## src/rtl/knn_pkg.sv

```systemverilog
// Shared constants and types for the k-NN classification back end.
// Neighbour count, field widths, the sorter's empty-slot marker and the
// voter FSM state encoding.
package knn_pkg;
  localparam int K           = 5;
  localparam int DIST_W      = 18;
  localparam int CLASS_W     = 2;
  localparam int NUM_CLASSES = 4;
  localparam int ENTRY_W     = DIST_W + CLASS_W;

  // Vote counts and first-seen ranks both have to hold the value K.
  localparam int CNT_W = $clog2(K + 1);
  localparam int IDX_W = $clog2(K);

  // The sorter fills unused slots with an all-ones distance.
  localparam logic [DIST_W-1:0] MAX_DIST = '1;

  typedef enum logic [1:0] {
    IDLE    = 2'd0,
    SCAN    = 2'd1,
    RESOLVE = 2'd2,
    DONE    = 2'd3
  } state_t;
endpackage

```

## src/rtl/knn_vote_resolve.sv

```systemverilog
// Combinational winner selection over all classes.
// Ports:
//   cnt_flat   in   per-class vote counts, class i at [i*CNT_W +: CNT_W]
//   rank_flat  in   per-class first rank seen (K = never seen), same packing
//   win_class  out  class with the most votes, ties to the smallest rank
//   win_cnt    out  vote count of win_class
//   none       out  no class received any vote
module knn_vote_resolve
  import knn_pkg::*;
(
  input  logic [NUM_CLASSES*CNT_W-1:0] cnt_flat,
  input  logic [NUM_CLASSES*CNT_W-1:0] rank_flat,
  output logic [CLASS_W-1:0]           win_class,
  output logic [CNT_W-1:0]             win_cnt,
  output logic                         none
);
  logic [CNT_W-1:0] c;
  logic [CNT_W-1:0] r;
  logic [CNT_W-1:0] best_rank;

  // Seen classes have distinct ranks, so the rank compare fully orders ties.
  // With no votes at all every rank is K and class 0 is kept.
  always_comb begin
    c         = '0;
    r         = '0;
    win_class = '0;
    win_cnt   = cnt_flat[CNT_W-1:0];
    best_rank = rank_flat[CNT_W-1:0];
    for (int i = 1; i < NUM_CLASSES; i++) begin
      c = cnt_flat[i*CNT_W +: CNT_W];
      r = rank_flat[i*CNT_W +: CNT_W];
      if ((c > win_cnt) || ((c == win_cnt) && (r < best_rank))) begin
        win_class = CLASS_W'(i);
        win_cnt   = c;
        best_rank = r;
      end
    end
    none = (win_cnt == '0);
  end
endmodule

```

## src/rtl/knn_majority_voter.sv

```systemverilog
// Majority vote over the K nearest neighbours delivered by the top-K sorter.
// A start pulse snapshots the packed list, entries are scanned one per clock,
// and the winning class is presented with a one-cycle result_valid.
// Ports:
//   clk           in   rising-edge clock
//   rst_n         in   asynchronous active-low reset
//   start         in   begin a vote (accepted in IDLE only)
//   sorted_list   in   K entries of {dist, class}, rank 1 at the LSBs
//   busy          out  vote in progress
//   result_valid  out  one-cycle strobe, result outputs are valid
//   pred_class    out  winning class, held until the next accepted start
//   win_votes     out  votes received by the winner
//   no_valid      out  every entry was an empty slot
module knn_majority_voter
  import knn_pkg::*;
(
  input  logic                 clk,
  input  logic                 rst_n,
  input  logic                 start,
  input  logic [K*ENTRY_W-1:0] sorted_list,
  output logic                 busy,
  output logic                 result_valid,
  output logic [CLASS_W-1:0]   pred_class,
  output logic [CNT_W-1:0]     win_votes,
  output logic                 no_valid
);
  state_t               state;
  logic [K*ENTRY_W-1:0] shadow;
  logic [IDX_W-1:0]     idx;
  logic [CNT_W-1:0]     cnt        [NUM_CLASSES];
  logic [CNT_W-1:0]     first_rank [NUM_CLASSES];

  logic [NUM_CLASSES*CNT_W-1:0] cnt_flat;
  logic [NUM_CLASSES*CNT_W-1:0] rank_flat;
  logic [CLASS_W-1:0]           res_class;
  logic [CNT_W-1:0]             res_cnt;
  logic                         res_none;

  // The shadow shifts down one entry per scan cycle, so the entry under
  // examination is always in the low bits.
  logic [DIST_W-1:0]  cur_dist;
  logic [CLASS_W-1:0] cur_cls;
  assign cur_dist = shadow[ENTRY_W-1:CLASS_W];
  assign cur_cls  = shadow[CLASS_W-1:0];

  always_comb begin
    cnt_flat  = '0;
    rank_flat = '0;
    for (int i = 0; i < NUM_CLASSES; i++) begin
      cnt_flat[i*CNT_W +: CNT_W]  = cnt[i];
      rank_flat[i*CNT_W +: CNT_W] = first_rank[i];
    end
  end

  knn_vote_resolve u_resolve (
    .cnt_flat  (cnt_flat),
    .rank_flat (rank_flat),
    .win_class (res_class),
    .win_cnt   (res_cnt),
    .none      (res_none)
  );

  always_ff @(posedge clk or negedge rst_n) begin
    if (!rst_n) begin
      state        <= IDLE;
      shadow       <= '0;
      idx          <= '0;
      busy         <= 1'b0;
      result_valid <= 1'b0;
      pred_class   <= '0;
      win_votes    <= '0;
      no_valid     <= 1'b0;
      for (int i = 0; i < NUM_CLASSES; i++) begin
        cnt[i]        <= '0;
        first_rank[i] <= '0;
      end
    end else begin
      result_valid <= 1'b0;
      case (state)
        IDLE: begin
          if (start) begin
            shadow <= sorted_list;
            idx    <= '0;
            busy   <= 1'b1;
            for (int i = 0; i < NUM_CLASSES; i++) begin
              cnt[i]        <= '0;
              first_rank[i] <= CNT_W'(K);
            end
            state <= SCAN;
          end
        end
        SCAN: begin
          if (cur_dist != MAX_DIST) begin
            cnt[cur_cls] <= cnt[cur_cls] + 1'b1;
            if (first_rank[cur_cls] == CNT_W'(K)) begin
              first_rank[cur_cls] <= CNT_W'(idx);
            end
          end
          shadow <= shadow >> ENTRY_W;
          idx    <= idx + 1'b1;
          if (idx == IDX_W'(K - 1)) begin
            state <= RESOLVE;
          end
        end
        RESOLVE: begin
          pred_class   <= res_class;
          win_votes    <= res_cnt;
          no_valid     <= res_none;
          busy         <= 1'b0;
          result_valid <= 1'b1;
          state        <= DONE;
        end
        DONE: begin
          state <= IDLE;
        end
        default: begin
          state <= IDLE;
        end
      endcase
    end
  end
endmodule

```

## config.mk

```make
export PLATFORM = sky130hd
export DESIGN_NAME = knn_majority_voter
export DESIGN_NICKNAME = d
export VERILOG_FILES = /design/src/rtl/knn_pkg.sv /design/src/rtl/knn_vote_resolve.sv /design/src/rtl/knn_majority_voter.sv
export SDC_FILE = /design/constraint.sdc
export NUM_CORES = 1
export LEC_CHECK = 0
export CORE_UTILIZATION = 58
export DETAILED_ROUTE_END_ITERATION = 6
export GPL_TIMING_DRIVEN = 0
export PLACE_DENSITY = 0.85
export REMOVE_ABC_BUFFERS = 1
export SYNTH_ARGS = -nofsm -noshare
export SYNTH_HDL_FRONTEND = slang
export SYNTH_HIERARCHICAL = 1
export SYNTH_SLANG_ARGS = --single-unit
```

## constraint.sdc

```tcl
create_clock -name clk -period 10.7 [get_ports clk]
set_input_delay 2.675 -clock clk [delete_from_list [all_inputs] [get_ports clk]]
set_output_delay 2.675 -clock clk [all_outputs]
set_load 0.01 [all_outputs]
```

# Word level (Yosys, flattened, before mapping)
# Cells that the tools add are included.
[op_classes]
add_sub_neg = 2
bitwise_logic = 1
n_reduce_logical = 16
eq_ne = 13
muxes = 35
order_cmp = 8
[op_table]
columns = ["op", "n"]
rows = [
  ["100-bit case mux with 2 select lines", 1],
  ["100-bit two-way mux", 1],
  ["12-bit two-way mux", 5],
  ["12-bit case mux with 2 select lines", 2],
  ["3-bit two-way mux", 11],
  ["12-bit bitwise mux", 2],
  ["18-bit != test, second input constant", 1],
  ["3-bit binary-select mux with 2-bit select", 2],
  ["3-bit == test", 3],
  ["3-bit greater-than comparator", 3],
  ["3-bit less-than comparator", 3],
  ["2-bit two-way mux", 4],
  ["2-bit != test, second input constant", 4],
  ["2-bit case mux with 4 select lines", 1],
  ["3-bit by 1-bit adder with 3-bit output, second input constant", 2],
  ["3-bit demux with 2-bit select", 1],
  ["3-bit == test, second input constant", 2],
  ["3-bit case mux with 2 select lines", 1],
  ["2-bit AND reduction", 3],
  ["2-bit == test, second input constant", 2],
  ["1-bit logical AND", 4],
  ["4-bit AND reduction", 1],
  ["2-bit nonzero test", 2],
  ["3-bit greater-or-equal comparator, second input constant", 1],
  ["9 further kinds", 13],
]
[totals]
output_inout_bits = 8
elab_cells = 91
reg_bits = 137

# Longest topological paths before layout
# Gate-level depths: netlist of run 1.
[logic_depth]
ltp_word = 13
depth_mapped = 23

# Modules after synthesis
# The synthesis of run 1 kept the hierarchy.
[by_module_without_submodules]
columns = ["module", "area_per_inst_um2", "cells_each", "instances"]
rows = [
  ["knn_majority_voter", 6249.7, 584, 1],
  ["knn_vote_resolve", 769.5, 97, 1],
]

# Worst setup path after synthesis of run 1
# No wires, ideal clock.
[synth_timing]
path_kind = "register to register"
from = "register cnt[11] (netlist bit)"
to = "register win_votes[0]"
setup_ps = 125
path_slack_ps = 5870
arrival_time_ps = 4705
period_less_slack_ps = 4830
path_buffers = 1
path_stages_with_launch = 22
t_required_ps = 10575
cell_sequence = "dfrtp_1 > inv_1 > ha_1 > a21oi_2 > nand2_2 > a22oi_2 > mux2_2 > inv_1 > ha_1 > and3b_1 > o21ai_0 > nand4b_1 > o21ai_2 > mux2_4 > ha_1 > nand3_1 > or2_2 > o211ai_1 > and2_1 > buf_6 > mux2_4 > mux2_2"
[synth_via]
elab_chain_cells = 12
elab_cells_between_ends = 19
classes_between = "order compare: 5; eq/ne: 3; mux: 5; reduce/logical: 6"
[synth_rtl]
columns = ["item", "line", "rtl"]
rows = [
  ["start: declaration", "knn_majority_voter.sv:30", "logic [CNT_W-1:0] cnt [NUM_CLASSES];"],
  ["start signal: indexed assignment", "knn_majority_voter.sv:94", "cnt[cur_cls] <= cnt[cur_cls] + 1'b1;"],
  ["branches (longest 11 deep; another with 3-bit greater-than comparator)", "n/a", ""],
  ["3-bit two-way mux (*)", "knn_vote_resolve.sv:32", "if ((c > win_cnt) || ((c == win_cnt) && (r < best_rank))) begin"],
  ["net res_cnt[0]", "knn_majority_voter.sv:36", "logic [CNT_W-1:0] res_cnt;"],
  ["end signal: assignment", "knn_majority_voter.sv:107", "win_votes <= res_cnt;"],
  ["end: declaration", "knn_majority_voter.sv:24", "output logic [CNT_W-1:0] win_votes,"],
]
# Mark *: on every way through the listed nets, which the timed path passes.
# A chain may end at the register's enable or synchronous reset.

# Final worst setup path of run 1
# Ends and elaborated chain as after synthesis.

==> metrics, run 1 <==
outcome=finished, violations left; failing checks=design-rule violations; core area=11600 sq um; share of cells above drive strength 1=0.0852; Die H=112 microns; initial antenna violation count=1; full die area=12500 sq um; clk_skew=about 6.1 ps; # fillers=about 750; largest net degree at the start of global routing=75; post-synthesis cell count=between 600 and 700; post-CTS setup buffers=0; post-synthesis sequential area ratio=0.488; Clock Latency Late Sink=420 ps; setup slack at placement=approximately 5200 ps; Bufs and invs on worst path=2; Root Driver=clkbuf_16; crit path capture type=register; Final Hold Viols=0; LEAKAGE=0.00390 uW; Post-DP HPWL=10.6 mm; CP max FO=7; Largest delay share family, worst path=compound AO/OA/AOI/OAI gates; via count=5413; first-pass GRT wire length=26.8 mm; H-tree Lvls=4; PostCTS Resize Cnt=0; CTS clock-pin slew for the worst setup and hold paths=approximately 60 ps; number of remaining DRC errors=1; WL/cell=17.1 microns; max capacitance violation total=0; synthesized area per cell=10.3 sq um; final worst setup slack=5140 ps; Crit-path slowest cell=a22oi_2; final instance area=8860 sq um; DRT Pass-1 Iters=6; worst hold path type=register to register; Synth Register Bits=137; Pwr Total=3280 uW; power density over the cells=370 nW/um^2; Critical Path AT=5860 ps; GRT Total Usage=0.271; synth unique cells=55; Synth area leader=dfrtp_1; CTS tree=yes; initial core utilization=0.604; area growth from synthesis to layout=26.3%; post-route ant nets=0; total of warnings raised by yosys=6; slew margin rel.=0.387; fmax=180 MHz; CP peak stage delay=420 ps; asr flop ratio synth=1.00; Vias/cell=5.82; CTS buffer count=17; kind of critical path=register to register; Nets=between 900 and 1000; DRT Wirelength=15.9 mm; nature of the critical path startpoint=register; RSZ-0062 raised after global routing=false; register area=approximately 3400 sq um; CTS max path bufs=2; drt initial violations=379; Setup Viol. Count Final=0; die width=112 microns; num rows=39; global route total overflow=0; placed inst area=approximately 8300 sq um; Hold-fix buffers, CTS=0; multi-input logic area=3340 sq um; CP dominant cell by count=ha_1; Worst VDD drop=199 uV; minimum clock period=5560 ps; mapped cell area=7020 sq um; Worst Path Required=11000 ps; Port Buf Inserts=110; GP Congestion=0.908; ys flop type=dfrtp_1; Final Cycle Share=0.520; largest cells by area after synthesis=dfrtp_1 49%, mux2i_1 12%, o21ai_1 7.5%, nand2_1 6.0%, ha_1 3.7%; CP cell instances=inv_1, ha_1, a21oi_2, nand2_2, a22oi_2, mux2_2, inv_1, ha_1, and3b_1, o21ai_0, nand4b_1, o21ai_2, mux2i_1, ha_1, nor2b_1, o21ai_0, nand3b_1, o2111ai_1, and2_1, mux2_4, mux2_2; IO Count=between 100 and 150; Slew @ Worst Pin=just over 900 ps; Slew Viols, Final=0; top-area cell type share of the netlist area=0.488; number of global-route vias before repair=5672; # clock sinks=137; Post-synth EDFFs=0
[area by class of cell]
type,count,area share
multi-input combinational,484,0.377
clock buffer,25,0.0582
inverter,19,0.00805
tap,143,0.0202
sequential,137,0.387
antenna,1,0.000282
timing repair buffer,118,0.148
clock inverter,3,0.00169
[placed cells by master (no fill, tap or decap), types with 3 or more instances in the layout]
cell,n
nor2b_1,6
clkbuf_16,17
a21o_1,3
o21ai_0,7
mux2_4,3
a22o_1,6
nand3_1,6
buf_16,7
inv_1,19
a32o_1,8
clkinv_2,3
and2_1,3
o21ai_1,105
nand4_1,7
dfrtp_1,137
xor2_1,4
mux2i_1,87
nor2_1,10
mux2_2,9
ha_1,20
a21oi_1,9
nand2b_1,24
clkbuf_8,6
or2_2,5
o32a_1,9
o21a_1,3
o31ai_1,4
clkdlybuf4s50_1,109
nand2_1,113
[routing by layer]
| layer | wire (microns) | global-route usage | part of all wire | vias up |
|---|---|---|---|---|
| met4 | 403 | 0.124 | 0.025 | 0 |
| li1 | - | - | - | 2590 |
| met5 | 0 | 0 | 0 | - |
| met1 | 6310 | 0.312 | 0.40 | 2612 |
| met2 | 8030 | 0.462 | 0.51 | 176 |
| met3 | 1140 | 0.0880 | 0.072 | 35 |
[worst paths after layout]
path                            slack (ps)                         end  cells after the start                   start
worst max-delay path                  5140    win_votes[0]$_DFFE_PN0P_                     21     cnt[11]$_DFFE_PN0P_
worst min-delay path                   480      shadow[46]$_DFFE_PN0P_                      2  shadow[46]$_DFFE_PN0P_
worst max register to register        5140    win_votes[0]$_DFFE_PN0P_                     21     cnt[11]$_DFFE_PN0P_
worst min register to register         480      shadow[46]$_DFFE_PN0P_                      2  shadow[46]$_DFFE_PN0P_
max in group asynchronous             7700  first_rank[10]$_DFFE_PN0P_                      2                   rst_n
min in group asynchronous             2240      shadow[65]$_DFFE_PN0P_                      1                   rst_n
[worst min-delay path: cells and delay by family, from the launching register on]
kind	cells	cell delay, ps
AO/OA/AOI/OAI	1	60
flip-flops	1	340
AND/OR/NAND/NOR	1	50
[synthesized netlist by cell type, types with 2 or more instances]
| cell type | n |
|---|---|
| a21boi_0 | 2 |
| buf_2 | 9 |
| nand2_1 | 113 |
| o31ai_1 | 4 |
| buf_4 | 8 |
| mux2i_1 | 87 |
| nand4_1 | 7 |
| dfrtp_1 | 137 |
| o21ai_0 | 7 |
| and3_1 | 2 |
| o21ai_1 | 105 |
| or2_2 | 5 |
| o21a_1 | 3 |
| a21oi_1 | 9 |
| nor2b_1 | 6 |
| mux4_2 | 2 |
| nor2_1 | 10 |
| nand4b_1 | 2 |
| mux2_4 | 3 |
| ha_1 | 21 |
| a21o_1 | 3 |
| clkbuf_1 | 20 |
| a32o_1 | 8 |
| inv_1 | 19 |
| nand2b_1 | 24 |
| mux2_2 | 9 |
| nor3b_1 | 2 |
| o32a_1 | 9 |
| xor2_1 | 4 |
| nand3_1 | 6 |
| and2_1 | 3 |
| nand3b_1 | 2 |
| a22o_1 | 6 |
| buf_1 | 3 |
[where the power goes]
part	leakage, uW	internal (uW)	switching [uW]
clock network	0.000267	327	207
registers	0.00171	757	166
logic	0.00192	845	981
total	0.00390	1930	1350
[cells by family after synthesis]
logic type | Yosys count | synth area share
xor gates and xnor gates | 4 | 0.00499
AOI/OAI and AO/OA | 168 | 0.150
buffers and inverters | 60 | 0.0390
and+or+nand+nor | 189 | 0.127
adders and majority gates | 21 | 0.0374
muxes | 102 | 0.153
DFF | 137 | 0.488
[state kept, by name, summed over array words and instances (netlist names)]
name          count
state             2
busy              1
shadow          100
first_rank       12
cnt              12
result_valid      1
pred_class        2
no_valid          1
idx               3
win_votes         3
[through the flow]
stage	utilization	setup TNS, ps	hold WS, ps	std cells
floorplan	-	0	455	640
global placement	0.697	-434970	466	893
detailed placement	0.717	0	476	901
CTS	0.763	0	487	929
global route	0.763	0	501	930
finish	0.763	0	480	930
Power figures use the tool's default switching activity.
==> run 2: changes to the inputs <==
Settings changed: CORE_UTILIZATION 58 to 54, PLACE_DENSITY 0.85 to 0.8.
Clock period 10.7 ns to 5.3 ns, I/O delays scaled along.
==> run 2 against run 1 <==
Net effect: the run now ends clean; sequential share of layout area fell by 0.53 points; critical path depth decreased by 1; clock-buffer cell count fell by 3; global-route usage fell by 3.1 points; sequential power increased by 100%; clock power up 110%.
==> metrics, run 2 (synthesis results as in run 1) <==
fin util=0.710; max reg flops=100; CTS buffer count=17; Nets=906; Hold-fix buffers, CTS=0; number of remaining DRC errors=0; max capacitance violation total=0; drt initial violations=296; Die H=116 microns; via count=5287; Final Hold Viols=0; largest net degree at the start of global routing=95; worst r2r path cells=20; die width=roughly 120 microns; minimum clock period=5120 ps; IO Count=around 110; Worst path depth=20; CTS clock-pin slew for the worst setup and hold paths=50 ps; CTS tree=yes; register-to-register setup slack=about 180 ps; number of global-route vias before repair=5279; Critical Path AT=5420 ps; number of diodes=0; slew margin rel.=0.414; Final Cycle Share=0.967; core area=12700 sq um; nature of the critical path startpoint=register; Placed Cells incl. Taps=930; crit path capture type=register; Bufs and invs on worst path=2; GRT Total Usage=0.240; Port Buf Inserts=110; commonest non-fill, non-tap cells in the layout=136 x dfrtp_1, 113 x nand2_1, 109 x clkdlybuf4s50_1, 106 x o21ai_1, 86 x mux2i_1; Root Driver=clkbuf_16; share of cells above drive strength 1=0.0995; Crit-path slowest cell=dfrtp_2; setup TNS=0 ps; CP cell instances=inv_1, ha_4, a21oi_2, nand2_2, a22oi_2, mux2_2, inv_1, ha_1, and3b_1, o21ai_1, nand4b_1, o21ai_4, mux2_4, ha_1, nand3_1, or2_2, o211ai_1, and2_4, mux2_4, mux2_2; CP max FO=5; commonest non-fill, non-tap cell in the layout=dfrtp_1; power density over the cells=776 nW/um^2; # fillers=911; Post-DP HPWL=10.0 mm; Critical R2R Launch=cnt[11]$_DFFE_PN0P_; Vias/cell=5.47; DRT Wirelength=14.7 mm; WL/cell=~15 microns; Worst VDD drop=391 uV; Slew @ Worst Pin=860 ps; Worst Path Required=approximately 5600 ps; CTS max path bufs=2; # clock sinks=roughly 140; first-pass GRT wire length=24.9 mm; hold depth=2; LEAKAGE=slightly below 0.004 uW; initial core utilization=0.554; global route total overflow=0; Critical Path End=win_votes[0]$_DFFE_PN0P_; Clock Latency Late Sink=about 420 ps; clk_skew=7.05 ps; GP Congestion=0.852; CP startpoint=cnt[11]$_DFFE_PN0P_; initial antenna violation count=0; full die area=13500 sq um; DRT Pass-1 Iters=6; Reg2Reg Capture Point=win_votes[0]$_DFFE_PN0P_; outcome=complete, no violations; CP peak stage delay=430 ps; Largest delay share family, worst path=multiplexers; H-tree Lvls=4; Non-Filler Instances=966; area growth from synthesis to layout=28.1%; fmax=195 MHz; Biggest register=shadow; post-route ant nets=0; Slew Viols, Final=0; kind of critical path=register to register; Setup Viol. Count Final=0; worst hold path type=register to register; num rows=41; largest registers=shadow x100, cnt x12, first_rank x12
## run 2: changes by cell type in the layout (fill, tap and decap cells not counted), moves of 2 or more
| cell | previous run | this run |
|---|---|---|
| buf_4 | 0 | 5 |
| clkbuf_8 | 6 | 3 |
| clkinv_2 | 3 | 6 |
| bufinv_16 | 0 | 2 |
## run 2: layout make-up
cell class                      instances  area [sq um]  share of cell area
Timing Repair Buffer                  123          1340               0.149
Tap cell                              172           215              0.0239
Inverter                               19          71.3             0.00793
Clock buffer                           22           474              0.0527
Sequential cell                       137          3430               0.381
Multi-Input combinational cell        484          3360               0.374
Clock inverter                          9          97.6              0.0109
## run 2: metrics by stage
stage          total power [uW]  setup slack (ps)  hold slack (ps)  instance area (sq um)
6_report                   6980               176              483                   8990
3_5_place_dp               5450             -73.9              475                   8360
3_3_place_gp               5210            -10250              466                   8130
4_1_cts                    6660              33.7              487                   8930
5_1_grt                    7520             -26.3              506                   8990
2_1_floorplan              4670             -4900              455                   6820
## run 2: worst min-delay path by stage
stage	startpoint	end	slack, ps
after global placement	shadow[47]$_DFFE_PN0P_	shadow[47]$_DFFE_PN0P_	470
after floorplan	shadow[15]$_DFFE_PN0P_	shadow[15]$_DFFE_PN0P_	460
after detailed placement	shadow[98]$_DFFE_PN0P_	shadow[98]$_DFFE_PN0P_	480
after CTS	shadow[98]$_DFFE_PN0P_	shadow[98]$_DFFE_PN0P_	490
after global routing	shadow[78]$_DFFE_PN0P_	shadow[78]$_DFFE_PN0P_	510
final	shadow[79]$_DFFE_PN0P_	shadow[79]$_DFFE_PN0P_	480
## run 2: worst reg2reg max path, stage by stage, from the launching register on
cell	delay (ps)
dfrtp_2	430
inv_1	100
ha_4	220
a21oi_2	190
nand2_2	130
a22oi_2	250
mux2_2	400
inv_1	70
ha_1	240
and3b_1	210
o21ai_1	180
nand4b_1	200
o21ai_4	270
mux2_4	340
ha_1	280
nand3_1	130
or2_2	310
o211ai_1	280
and2_4	230
mux2_4	300
mux2_2	260
## run 2: per-layer routing
layer,vias up,global-route usage,wire length (microns)
met1,2517,0.296,6280
li1,2610,-,-
met3,27,0.0832,977
met5,-,0,0
met4,0,0.0786,212
met2,133,0.395,7260
## run 2: power by group
part	switching (uW)	total, uW	internal, uW
Clock	423	1140	721
Combinational	2030	3990	1960
Sequential	318	1850	1530
Total	2780	6980	4200
## run 2: repair_timing
action,CTS,global route
cloned,0,0
buffers inserted,1,4
pin swaps,1,5
resized for setup,0,7
setup endpoints to repair,1,5
==> run 3: changes to the inputs <==
Settings changed: ABC_AREA from default to 1.
==> run 3 against run 2 <==
Net effect: sequential share of layout area up 1.4 points; core utilization grew 0.11 points; cell area shrank 3.5%; worst setup slack improved by 980 ps; routed wire length increased by 8.2%; worst hold slack got worse by 16 ps; combinational power shrank 22%.
==> metrics, run 3 <==
DRT Pass-1 Iters=5; max reg flops=100; RSZ-0062 raised after global routing=false; most common cell in the netlist=nand2_1; # clock sinks=137; fin util=0.711; Slew @ Worst Pin=783 ps; Root Driver=clkbuf_16; CP max FO=9; core area=12200 sq um; Synth top cells by count=289 x nand2_1, 137 x dfrtp_1, 109 x nor2_1; asr flop ratio synth=1.00; num rows=40; post-synthesis sequential area ratio=0.499; outcome=complete, no violations; Post-DP HPWL=10.6 mm; number of remaining DRC errors=0; clk_skew=about 7.1 ps; CTS buffer count=17; Die H=115 microns; IO Count=111; post-CTS setup buffers=0; commonest non-fill, non-tap cell in the layout=nand2_1; synth unique cells=29; first-pass GRT wire length=approximately 27 mm; area growth from synthesis to layout=26.3%; largest net degree at the start of global routing=94; top-area cell type share of the netlist area=0.499; fmax=241 MHz; largest registers=shadow x100, cnt x12, first_rank x12; final instance area=around 8700 sq um; GP Congestion=0.889; Post-synth EDFFs=0; Critical Path End=no_valid$_DFFE_PN0P_; Hold-fix buffers, CTS=0; die width=115 microns; synthesized area per cell=8.00 sq um; PostCTS Resize Cnt=0; commonest non-fill, non-tap cells in the layout=289 x nand2_1, 137 x dfrtp_1, 109 x clkdlybuf4s50_1, 108 x nor2_1, 81 x a31oi_1; minimum clock period=4140 ps; CTS max path bufs=2; LEAKAGE=0.00402 uW; DRT Wirelength=15.9 mm; power density over the cells=between 600 and 700 nW/um^2; Worst Path Required=5670 ps; Final Hold Viols=0; Critical Path AT=between 4000 and 5000 ps; kind of critical path=register to register; largest cells by area after synthesis=dfrtp_1 50%, nand2_1 16%, a31oi_1 7.4%, nor2_1 6.0%, ha_1 3.8%; Nets=1072; mapped cell area=approximately 7000 sq um; global route total overflow=0; total of warnings raised by yosys=6; Reg2Reg Capture Point=no_valid$_DFFE_PN0P_; Synth area leader=dfrtp_1; Setup Viol. Count Final=0; number of diodes=0; Final Cycle Share=0.781; initial core utilization=0.563; multi-input logic area=between 3000 and 4000 sq um; post-synthesis cell count=around 860; final worst setup slack=between 1000 and 1500 ps; drt initial violations=396; post-route ant nets=0; max capacitance violation total=0; Critical R2R Launch=cnt[11]$_DFFE_PN0P_; setup slack at placement=1260 ps; H-tree Lvls=4; Vias/cell=5.26; slew margin rel.=0.476; CP startpoint=cnt[11]$_DFFE_PN0P_; worst hold path type=register to register; nature of the critical path startpoint=register; worst hold start=no_valid$_DFFE_PN0P_; Port Buf Inserts=110; initial antenna violation count=0; Slew Viols, Final=0; ys flop type=dfrtp_1; crit path capture type=register; register area=approximately 3400 sq um; CTS tree=yes; placed inst area=8130 sq um; # fillers=1021; Clock Latency Late Sink=430 ps; worst r2r path cells=25; WL/cell=14.1 microns; Biggest register=shadow; share of cells above drive strength 1=0.0635; GRT Total Usage=0.272; via count=slightly below 6000; register-to-register setup slack=approximately 1200 ps; number of global-route vias before repair=5885; Synth Register Bits=137; Worst VDD drop=342 uV; full die area=13200 sq um; CTS clock-pin slew for the worst setup and hold paths=50 ps
==> run 3: changes by cell type after synthesis, sizes merged, moves of 7 or more <==
| cell | change |
|---|---|
| a31oi | +81 |
| o32a | -9 |
| nand4 | -7 |
| inv | +31 |
| mux2 | -12 |
| nand2b | -24 |
| a32o | -8 |
| mux2i | -88 |
| nand2 | +182 |
| nand3 | +36 |
| nor2 | +105 |
| o21ai | -85 |
| a22o | +14 |
==> run 3: logic make-up after synthesis <==
group	Yosys count	synth area share
and+or+nand+nor	459	0.266
AOI/OAI and AO/OA	146	0.138
DFF	137	0.499
buffers and inverters	96	0.0583
adders and majority gates	21	0.0382
==> run 3: stage by stage <==
step / total power, uW / hold WS, ps / setup TNS [ps] / std cells
3_5_place_dp: 4940 / 458 / 0 / 1097
2_1_floorplan: 4080 / 463 / 0 / 814
6_report: 6030 / 467 / 0 / 1129
3_3_place_gp: 4830 / 458 / -571090 / 1092
4_1_cts: 6060 / 471 / 0 / 1129
5_1_grt: 6610 / 477 / 0 / 1129
==> run 3: area by class of cell <==
class,instances,area share
clock buffers,26,0.0587
multi-input cells,626,0.352
flip-flops and latches,137,0.395
clock inverters,6,0.00447
inverters,51,0.0225
well taps,168,0.0242
repair buffers,115,0.143
==> run 3: routing by layer <==
metal / track usage / vias up / routed length [microns]
met5: 0 / - / 0
met4: 0.0900 / 0 / 226
met3: 0.0817 / 21 / 981
met2: 0.443 / 136 / 7660
met1: 0.350 / 2762 / 7080
li1: - / 3024 / -
==> run 3: worst max-delay path, stage by stage, from the launching register on <==
cell      delay, ps
dfrtp_1         360
inv_1            60
ha_1            330
a21oi_2         140
nand2_1         100
nand2_1         120
nand2_1          80
inv_1           240
o21ai_0         190
ha_1            330
nand2_1          50
o21ai_0         310
nand2_1         190
nand2_4         140
nand2_1          50
o21ai_0         100
inv_1            80
ha_1            320
nand3_1         110
a211oi_1        230
nand2_2         120
nand3_1         120
nand3_2          80
nor2_2          100
nand2_1          60
nand2_1          70
==> run 3: worst min path at each step <==
stage / endpoint / slack (ps) / cells after the start
floorplan: first_rank[6]$_DFFE_PN0P_ / 460 / 2
global placement: pred_class[1]$_DFFE_PN0P_ / 460 / 2
detailed placement: no_valid$_DFFE_PN0P_ / 460 / 2
CTS: no_valid$_DFFE_PN0P_ / 470 / 2
global route: no_valid$_DFFE_PN0P_ / 480 / 2
finish: no_valid$_DFFE_PN0P_ / 470 / 2
==> run 3: power breakdown <==
| part | leakage [uW] | internal [uW] | switching [uW] |
|---|---|---|---|
| Clock | 0.000266 | 658 | 428 |
| Combinational | 0.00212 | 1140 | 1990 |
| Sequential | 0.00164 | 1530 | 280 |
